## src/rtl/ft_wr_arbiter.sv

```systemverilog
// FT600 write-path packet scheduler: grants whole packets to the IQ or CPU FIFO and packs IQ pairs.
// Optional per-packet header word when FT_PKT_HDR_EN is defined.
module ft_wr_arbiter #(
   parameter int FT_DATA_WIDTH    = 32,
   parameter int IQ_PAIR_WIDTH    = 24,
   parameter int QSTART_BIT_INDEX = 16,
   parameter int PKT_WORDS        = 32,
   parameter int BLKCNT_WIDTH     = 4,
   parameter int MAX_CPU_RUN      = 4
) (
   input  logic                     clk,
   input  logic                     reset,
   input  logic [IQ_PAIR_WIDTH-1:0] iq_data_i,
   input  logic                     iq_enough_i,
   input  logic                     iq_empty_i,
   output logic                     iq_re_o,
   input  logic [FT_DATA_WIDTH-1:0] cpu_data_i,
   input  logic [BLKCNT_WIDTH-1:0]  cpu_blkcnt_i,
   output logic                     cpu_re_o,
   output logic                     cpu_blk_done_o,
   input  logic                     re_i,
   output logic [FT_DATA_WIDTH-1:0] data_o,
   output logic                     available_o,
   output logic [1:0]               src_o,
   output logic                     error_o
);

   localparam int CW = $clog2(PKT_WORDS);
   localparam int RW = $clog2(MAX_CPU_RUN + 1);
   localparam int HW = IQ_PAIR_WIDTH / 2;

   localparam logic [1:0] SRC_NONE = 2'b00;
   localparam logic [1:0] SRC_IQ   = 2'b01;
   localparam logic [1:0] SRC_CPU  = 2'b10;
   localparam logic [1:0] SEL_HDR  = 2'b11;

`ifdef FT_PKT_HDR_EN
   typedef enum logic [1:0] {IDLE, IQ_PKT, CPU_PKT, HDR} state_t;
`else
   typedef enum logic [1:0] {IDLE, IQ_PKT, CPU_PKT} state_t;
`endif

   state_t          state, state_n;
   logic [CW-1:0]   wcnt, wcnt_n;
   logic [RW-1:0]   run, run_n;
   logic [1:0]      gnt, gnt_n;
   logic [1:0]      sel_d, sel_n;
   logic            err_n;
   logic            iq_ok, cpu_ok, last;
   state_t          iq_first, cpu_first;

`ifdef FT_PKT_HDR_EN
   logic [7:0]               seq, seq_n;
   logic [FT_DATA_WIDTH-1:0] hdr_q, hdr_n;
`endif

   assign iq_ok  = iq_enough_i;
   assign cpu_ok = (cpu_blkcnt_i != '0);
   assign last   = (wcnt == CW'(PKT_WORDS - 1));

`ifdef FT_PKT_HDR_EN
   assign iq_first  = HDR;
   assign cpu_first = HDR;
`else
   assign iq_first  = IQ_PKT;
   assign cpu_first = CPU_PKT;
`endif

   always_ff @(posedge clk or posedge reset) begin
      if (reset) begin
         state   <= IDLE;
         wcnt    <= '0;
         run     <= '0;
         gnt     <= SRC_NONE;
         sel_d   <= SRC_NONE;
         error_o <= 1'b0;
`ifdef FT_PKT_HDR_EN
         seq     <= '0;
         hdr_q   <= '0;
`endif
      end else begin
         state   <= state_n;
         wcnt    <= wcnt_n;
         run     <= run_n;
         gnt     <= gnt_n;
         sel_d   <= sel_n;
         error_o <= err_n;
`ifdef FT_PKT_HDR_EN
         seq     <= seq_n;
         hdr_q   <= hdr_n;
`endif
      end
   end

   always_comb begin
      state_n        = state;
      wcnt_n         = wcnt;
      run_n          = run;
      gnt_n          = gnt;
      sel_n          = SRC_NONE;
      err_n          = error_o;
      iq_re_o        = 1'b0;
      cpu_re_o       = 1'b0;
      cpu_blk_done_o = 1'b0;
      available_o    = 1'b0;
      src_o          = SRC_NONE;
`ifdef FT_PKT_HDR_EN
      seq_n          = seq;
      hdr_n          = hdr_q;
`endif
      case (state)
         IDLE: begin
            wcnt_n = '0;
            if (re_i) err_n = 1'b1;
            // CPU yields to a waiting IQ source only after MAX_CPU_RUN consecutive grants
            if (cpu_ok && (!iq_ok || run != RW'(MAX_CPU_RUN))) begin
               gnt_n   = SRC_CPU;
               run_n   = iq_ok ? run + RW'(1) : '0;
               state_n = cpu_first;
            end else if (iq_ok) begin
               gnt_n   = SRC_IQ;
               run_n   = '0;
               state_n = iq_first;
            end
         end
`ifdef FT_PKT_HDR_EN
         HDR: begin
            available_o = 1'b1;
            src_o       = gnt;
            if (re_i) begin
               sel_n   = SEL_HDR;
               hdr_n   = FT_DATA_WIDTH'({4'hA, (gnt == SRC_CPU) ? 4'b0010 : 4'b0001,
                                         seq, 16'(PKT_WORDS)});
               seq_n   = seq + 8'd1;
               state_n = (gnt == SRC_CPU) ? CPU_PKT : IQ_PKT;
            end
         end
`endif
         IQ_PKT: begin
            available_o = 1'b1;
            src_o       = gnt;
            if (re_i) begin
               sel_n   = SRC_IQ;
               iq_re_o = !iq_empty_i;
               if (iq_empty_i) err_n = 1'b1;
               wcnt_n  = wcnt + CW'(1);
               if (last) state_n = IDLE;
            end
         end
         CPU_PKT: begin
            available_o = 1'b1;
            src_o       = gnt;
            if (re_i) begin
               sel_n          = SRC_CPU;
               cpu_re_o       = 1'b1;
               cpu_blk_done_o = last;
               wcnt_n         = wcnt + CW'(1);
               if (last) state_n = IDLE;
            end
         end
         default: state_n = IDLE;
      endcase
   end

   // FIFO Q is valid the cycle after the pop, so the mux follows the delayed select
   always_comb begin
      data_o = '0;
      case (sel_d)
         SRC_IQ: begin
            data_o[HW-1:0]                 = iq_data_i[HW-1:0];
            data_o[QSTART_BIT_INDEX +: HW] = iq_data_i[IQ_PAIR_WIDTH-1:HW];
         end
         SRC_CPU: data_o = cpu_data_i;
`ifdef FT_PKT_HDR_EN
         SEL_HDR: data_o = hdr_q;
`endif
         default: data_o = '0;
      endcase
   end

endmodule

```

## config.mk

```make
export PLATFORM = sky130hd
export DESIGN_NAME = ft_wr_arbiter
export DESIGN_NICKNAME = d
export VERILOG_FILES = /design/src/rtl/ft_wr_arbiter.sv
export SDC_FILE = /design/constraint.sdc
export NUM_CORES = 1
export LEC_CHECK = 0
export ABC_AREA = 1
export CAP_MARGIN = 20
export CORE_MARGIN = 2
export CORE_UTILIZATION = 36
export DETAILED_ROUTE_END_ITERATION = 12
export PLACE_DENSITY = 0.95
export SLEW_MARGIN = 20
export SYNTH_ARGS = -nofsm -noshare
export SYNTH_HDL_FRONTEND = slang
export SYNTH_SLANG_ARGS = --single-unit
```

## constraint.sdc

```tcl
create_clock -name clk -period 2.1 [get_ports clk]
set_input_delay 0.21 -clock clk [delete_from_list [all_inputs] [get_ports clk]]
set_output_delay 0.21 -clock clk [all_outputs]
set_load 0.005 [all_outputs]
```

==> results of run 1 <==
-- through the flow --
| stage | total power, mW | setup slack, ns | util, % |
|---|---|---|---|
| final | 1.78 | 0.0168 | 75.3 |
| after global routing | 1.95 | -0.0631 | 75.3 |
| after CTS | 1.65 | 0.0116 | 70.5 |
| after detailed placement | 1.48 | 0.300 | 69.6 |
| after global placement | 1.44 | 0.354 | 69.6 |
| after floorplan | 1.03 | 0.785 | - |
-- report_power, final --
part           internal (mW)  total (mW)  switching [mW]  leakage (nW)
logic                  0.600        1.17           0.568          1.13
clock network         0.0738       0.171          0.0972        0.0150
registers              0.375       0.444          0.0694         0.191
-- registers in the layout, summed over array words and instances (netlist names) --
| signal | count |
|---|---|
| sel_d | 2 |
| error_o | 1 |
| state | 2 |
| wcnt | 5 |
| gnt | 2 |
| run | 3 |
-- worst paths after layout --
check / from / end / slack (ns) / cells past startpoint
worst min register to register: error_o$_DFFE_PP0P_ / error_o$_DFFE_PP0P_ / 0.49 / 1
worst max-delay path: sel_d[0]$_DFF_PP0_ / data_o[24] / 0.02 / 6
worst min-delay path: reset / gnt[1]$_DFFE_PP0P_ / 0.27 / 2
min in group clk: error_o$_DFFE_PP0P_ / error_o$_DFFE_PP0P_ / 0.49 / 1
worst max register to register: wcnt[0]$_DFFE_PP0P_ / state[1]$_DFFE_PP0P_ / 0.72 / 8
max in group asynchronous: reset / wcnt[4]$_DFFE_PP0P_ / 1.44 / 2
-- cell families after synthesis --
family,after synthesis,share of synthesized area [%]
buffers and inverters,38,12.7
adders and majority gates,9,8.75
xor gates and xnor gates,1,0.680
DFF,15,29.2
and+or+nand+nor,115,36.7
AOI/OAI and AO/OA,30,12.0
-- cell usage in the layout, fill, tap and decap left out, drive strengths merged, types with 2 or more instances in the layout --
cell	count
dfrtp	15
o21ai	2
nand2	92
nand3	9
ha	9
a21oi	27
nand4	2
inv	30
clkbuf	6
nor2	10
buf	7
clkdlybuf4s50	90
dlymetal6s2s	12
-- per-layer routing --
layer  vias up  wire (um)  global-route usage (%)
met5         -          0                       0
met4         0         67                    5.98
met3         8        397                    4.93
met2        69       2210                    37.1
met1       758       1790                    20.8
li1        861          -                       -
-- critical path: cells and delay by family (launching register included) --
family,cells,cell delay (ns)
simple gates,1,0.07
flops,1,0.38
compound gates,1,0.16
fa+ha+maj,1,0.17
buf+inv,3,0.80
-- final cells by class --
class | count | area [um^2] | area share [%]
Timing Repair Buffer | 112 | 1190 | 46.7
Multi-Input combinational cell | 155 | 788 | 30.9
Sequential cell | 15 | 375 | 14.7
Inverter | 30 | 113 | 4.41
Tap cell | 46 | 57.6 | 2.26
Clock buffer | 4 | 26.3 | 1.03
-- repair_timing --
action | 4_1_cts | 5_1_grt
endpoints found under the setup margin | 2 | 27
endpoints found under the hold margin | 0 | 0
gates resized for setup | 2 | 24
hold buffers | 0 | 0
gates cloned | 0 | 2
buffers inserted | 0 | 4
==> flow_summary.json, run 1 <==
{
  "post-synth-top-count-cell": "nand2_1",
  "cp-start-kind": "register",
  "skew_ns": 0.00312,
  "avgSynthCellArea_um2": 6.19,
  "synthFlopType": "dfrtp_1",
  "fin_cells": 362,
  "drc": 0,
  "dp_cells": 352,
  "wl_per_cell_um": 12.4,
  "start_util_pct": 38.0,
  "yosysTopAreaCell": "dfrtp_1",
  "synth_warnings": 0,
  "clk_latency_ns": 0.29,
  "pwr_density_cell_mw_per_mm2": 699,
  "placed_area_mm2": 0.00236,
  "yosysSeqAreaShare_pct": 29.2,
  "crit_chain": "inv_1 > ha_4 > clkbuf_16 > nand2_1 > a21oi_1 > clkdlybuf4s50_1",
  "synth_edf_count": 0,
  "vias": 1696,
  "postSynth.asyncResetShare_pct": 100,
  "post-route-period-util_pct": 99.2,
  "fin_nets": 391,
  "drt_first_iter_violations": 87,
  "area_growth_pct": 98.2,
  "numClockSinks": 15,
  "drv_cap": 0,
  "grt_pass1_vias": 1531,
  "slew_viol_final": 0,
  "cpMaxStageDelayCell": "clkdlybuf4s50_1",
  "worstSetupEndpointType": "primary output",
  "wl_um": 4470,
  "cp.arrival_ns": 1.87,
  "hpwlAfterDp_um": 3230,
  "syn_nets": 282,
  "hp-class": "in2async",
  "antenna_found_initial": 0,
  "synthCells": 208,
  "vdd_drop_max_uv": 552,
  "cts_tree": "yes",
  "port_buffers": 103,
  "fin_crit_ns": 2.08,
  "die_width_um": 63.8,
  "synth_cell_types": 20,
  "overflow": 0,
  "cts_root_buffer": "clkbuf_4",
  "clockBufferDepth": 2,
  "grt_usage_pct": 19.5,
  "layout-drive-gt1-share_pct": 9.49,
  "place_congestion": 0.792,
  "clkTransAtPathRegs_ns": 0.09,
  "num_rows": 21,
  "synth_top_area_share_pct": 29.2,
  "cts_made_buffers": 3,
  "ioPinCount": 104,
  "worstMarginPinSlew_ns": 0.590,
  "drtPass1Iterations": 4,
  "nFillCells": 248,
  "antenna_cells": 0,
  "final_area_mm2": 0.00255,
  "coreArea_mm2": 0.00339,
  "synthTopCellsByCount": "nand2_1, a21oi_1, inv_1",
  "synth.ff_latch_count": 15,
  "grt_pass1_wl_um": 6470,
  "die_h_um": 63.8,
  "netlist_area_mm2": 0.00129,
  "crit_path_max_fanout": 16,
  "drtAntennaViolNets": 0,
  "grt_max_degree": 33,
  "finalSetupViolCount": 0,
  "fmax_ghz": 0.480,
  "timing.hold.ws_ns": 0.275,
  "maxSlewHeadroom_pct": 60.6,
  "hold_violations": 0,
  "worstPathRequired_ns": 1.89,
  "htree_levels": 1,
  "setup_tns_ns": 0,
  "critPathKind": "reg2out",
  "status": "finished clean",
  "die_area_mm2": 0.00407,
  "leakagePower_nw": 1.33,
  "slowest_delay_ns": 0.53,
  "vias_per_cell": 4.69,
  "netlist_top_cells_area": "dfrtp_1, nand2_1, a21oi_1, ha_1, inv_1"
}
Note: power is estimated with default switching activity, not from simulation.
==> run 2, diff against run 1 <==
--- a/config.mk
+++ b/config.mk
@@ -10,6 +10,7 @@
 export CORE_MARGIN = 2
 export CORE_UTILIZATION = 36
 export DETAILED_ROUTE_END_ITERATION = 12
+export MAX_ROUTING_LAYER = met4
 export PLACE_DENSITY = 0.95
 export SLEW_MARGIN = 20
 export SYNTH_ARGS = -nofsm -noshare
==> constraint.sdc (replaced) <==
create_clock -name clk -period 2.1 [get_ports clk]
set_input_delay 0.21 -clock clk [delete_from_list [all_inputs] [get_ports clk]]
set_output_delay 0.21 -clock clk [all_outputs]
set_load 0.05 [all_outputs]
==> run 2 against run 1 <==
Net effect:
- fmax grew 5.8%
- die area did not move
- setup slack better by 0.11 ns
- clock-buffer cell count decreased by 1
- register-to-register slack worse by 0.12 ns
- non-clock buffer count shrank 7
- routed wire length decreased by 2.0%
- combinational power increased by 32%
- largest cell class unchanged
- highest routed layer unchanged
==> flow_summary.json, run 2 (synthesis results as in run 1) <==
{
  "p_comb_share_pct": 71.9,
  "area_growth_pct": 111,
  "maxSlewHeadroom_pct": 63.8,
  "p_int_mw": 1.07,
  "clkTransAtPathRegs_ns": 0.09,
  "place_congestion": 0.790,
  "grt_pass1_wl_um": 7290,
  "skew_ns": 0.00871,
  "finalSetupViolCount": 0,
  "cts_made_buffers": 3,
  "coreArea_mm2": 0.00339,
  "die_width_um": 63.8,
  "crit_chain": "inv_1 > ha_2 > buf_4 > nand2_1 > a21oi_1 > buf_12",
  "power_switching_mw": 1.08,
  "leakagePower_nw": 1.23,
  "fmax_ghz": 0.508,
  "vias_per_cell": 4.59,
  "fin_util_pct": 80.0,
  "slew_viol_final": 0,
  "final_area_mm2": 0.00271,
  "slowest_delay_ns": 0.39,
  "crit_path_max_fanout": 32,
  "layout-drive-gt1-share_pct": 18.4,
  "critPathKind": "reg2out",
  "seqPwrFrac_pct": 20.2,
  "r2r_slack_ns": 0.60,
  "largest_reg_flops": 5,
  "wl_per_cell_um": 12.3,
  "status": "finished clean",
  "dpl_worst_slack_ns": 0.347,
  "cts_tree": "yes",
  "hp-class": "in2async",
  "drc": 0,
  "placed_area_mm2": 0.00268,
  "post_cts_buffers": 0,
  "overflow": 0,
  "post-route-period-util_pct": 93.7,
  "worstSetupEndpointType": "primary output",
  "layout_common_cells": "nand2_1, clkdlybuf4s50_1, buf_12",
  "hold_violations": 0,
  "die_area_mm2": 0.00407,
  "grt_usage_pct": 22.9,
  "layout_setup_ws_ns": 0.131,
  "worstMarginPinSlew_ns": 0.542,
  "clockBufferDepth": 2,
  "vdd_drop_max_uv": 837,
  "swShare_pct": 50.1,
  "cts_root_buffer": "clkbuf_4",
  "ioPinCount": 104,
  "num_rows": 21,
  "port_buffers": 103,
  "largest_register": "wcnt",
  "clk_latency_ns": 0.30,
  "cp-start-kind": "register",
  "drt_first_iter_violations": 93,
  "numClockSinks": 15,
  "p_clk_share_pct": 7.9,
  "cpMaxStageDelayCell": "dfrtp_1",
  "drv_cap": 0,
  "hold_buffers": 0,
  "pwr_density_cell_mw_per_mm2": 794,
  "grt_max_degree": 33,
  "worstPathRequired_ns": 1.89,
  "finalPower_mw": 2.15,
  "fin_nets": 384,
  "rsz0062_at_grt": "false",
  "drtPass1Iterations": 4,
  "grt_pass1_vias": 1614,
  "die_h_um": 63.8,
  "setup_tns_ns": 0,
  "fin_crit_ns": 1.97,
  "vias": 1629,
  "drtAntennaViolNets": 0,
  "top_regs": "wcnt: 5 flops, run: 3 flops",
  "antenna_cells": 0,
  "hpwlAfterDp_um": 3610,
  "htree_levels": 1,
  "start_util_pct": 38.0,
  "cp.arrival_ns": 1.76,
  "wl_um": 4380,
  "antenna_found_initial": 0,
  "final_common_cell": "nand2_1"
}
## run 2: cell types whose count changed in the layout (fill, tap and decap cells not counted)
cell,before,now
buf_12,2,35
buf_4,4,5
buf_6,1,0
clkbuf_1,1,0
clkbuf_16,2,0
clkdlybuf4s50_1,90,65
clkinv_2,0,1
dlygate4sd2_1,1,0
dlymetal6s2s_1,12,0
ha_1,5,8
ha_4,3,0
inv_1,24,26
inv_2,6,4
## run 2: repair_timing
| action | 4_1_cts | 5_1_grt |
|---|---|---|
| hold endpoints to repair | 0 | 0 |
| resized for setup | 0 | 1 |
| endpoints found under the setup margin | 0 | 24 |
## run 2: metal layers
metal / GRT usage (%) / share of wire (%)
met1: 24.5 / 39
met2: 42.7 / 52
met3: 4.05 / 7.7
met4: 6.79 / 1.5
met5: - / 0
## run 2: worst max-delay path, delay by kind of cell (launching register included)
kind | cells | cell delay (ns)
buffers and inverters | 3 | 0.53
and+or+nand+nor | 1 | 0.10
adders and majority gates | 1 | 0.15
AOI/OAI and AO/OA | 1 | 0.27
DFF | 1 | 0.39
## run 2: worst paths after layout
path                            cells after the start             endpoint                  from
min in group clk                                    2  wcnt[4]$_DFFE_PP0P_   wcnt[4]$_DFFE_PP0P_
worst max-delay path                                6           data_o[25]    sel_d[0]$_DFF_PP0_
worst min register to register                      2  wcnt[4]$_DFFE_PP0P_   wcnt[4]$_DFFE_PP0P_
worst min-delay path                                2   run[2]$_DFFE_PP0P_                 reset
max in group asynchronous                           2  wcnt[4]$_DFFE_PP0P_                 reset
worst max register to register                      7  wcnt[0]$_DFFE_PP0P_  state[0]$_DFFE_PP0P_
## run 2: cell type report
cell class | count | area (um^2)
multi-input cells | 155 | 751
inverters | 30 | 113
repair buffers | 105 | 1390
clock buffers | 3 | 22.5
clock inverters | 1 | 5.00
well taps | 46 | 57.6
fillers | 204 | 677
flip-flops and latches | 15 | 375
## run 2: per-stage QoR
step / hold slack, ns / std cells
after floorplan: 0.111 / 208
after global placement: 0.455 / 351
after detailed placement: 0.461 / 351
final: 0.239 / 355
after global routing: 0.315 / 355
after CTS: 0.270 / 355
## run 2: power groups by stage
| stage | clock [mW] | combinational (mW) | sequential [mW] |
|---|---|---|---|
| final | 0.171 | 1.55 | 0.435 |
| after detailed placement | 0 | 1.54 | 0.441 |
| after floorplan | 0 | 0.949 | 0.426 |
| after global routing | 0.182 | 1.69 | 0.448 |
| after CTS | 0.171 | 1.55 | 0.435 |
| after global placement | 0 | 1.50 | 0.435 |
==> run 3, diff against run 2 <==
--- a/config.mk
+++ b/config.mk
@@ -12,6 +12,7 @@
 export DETAILED_ROUTE_END_ITERATION = 12
 export MAX_ROUTING_LAYER = met4
 export PLACE_DENSITY = 0.95
+export SKIP_LAST_GASP = 1
 export SLEW_MARGIN = 20
 export SYNTH_ARGS = -nofsm -noshare
 export SYNTH_HDL_FRONTEND = slang
==> results of run 3 <==
Final layout, timing and power as in run 2 (identical DEF).
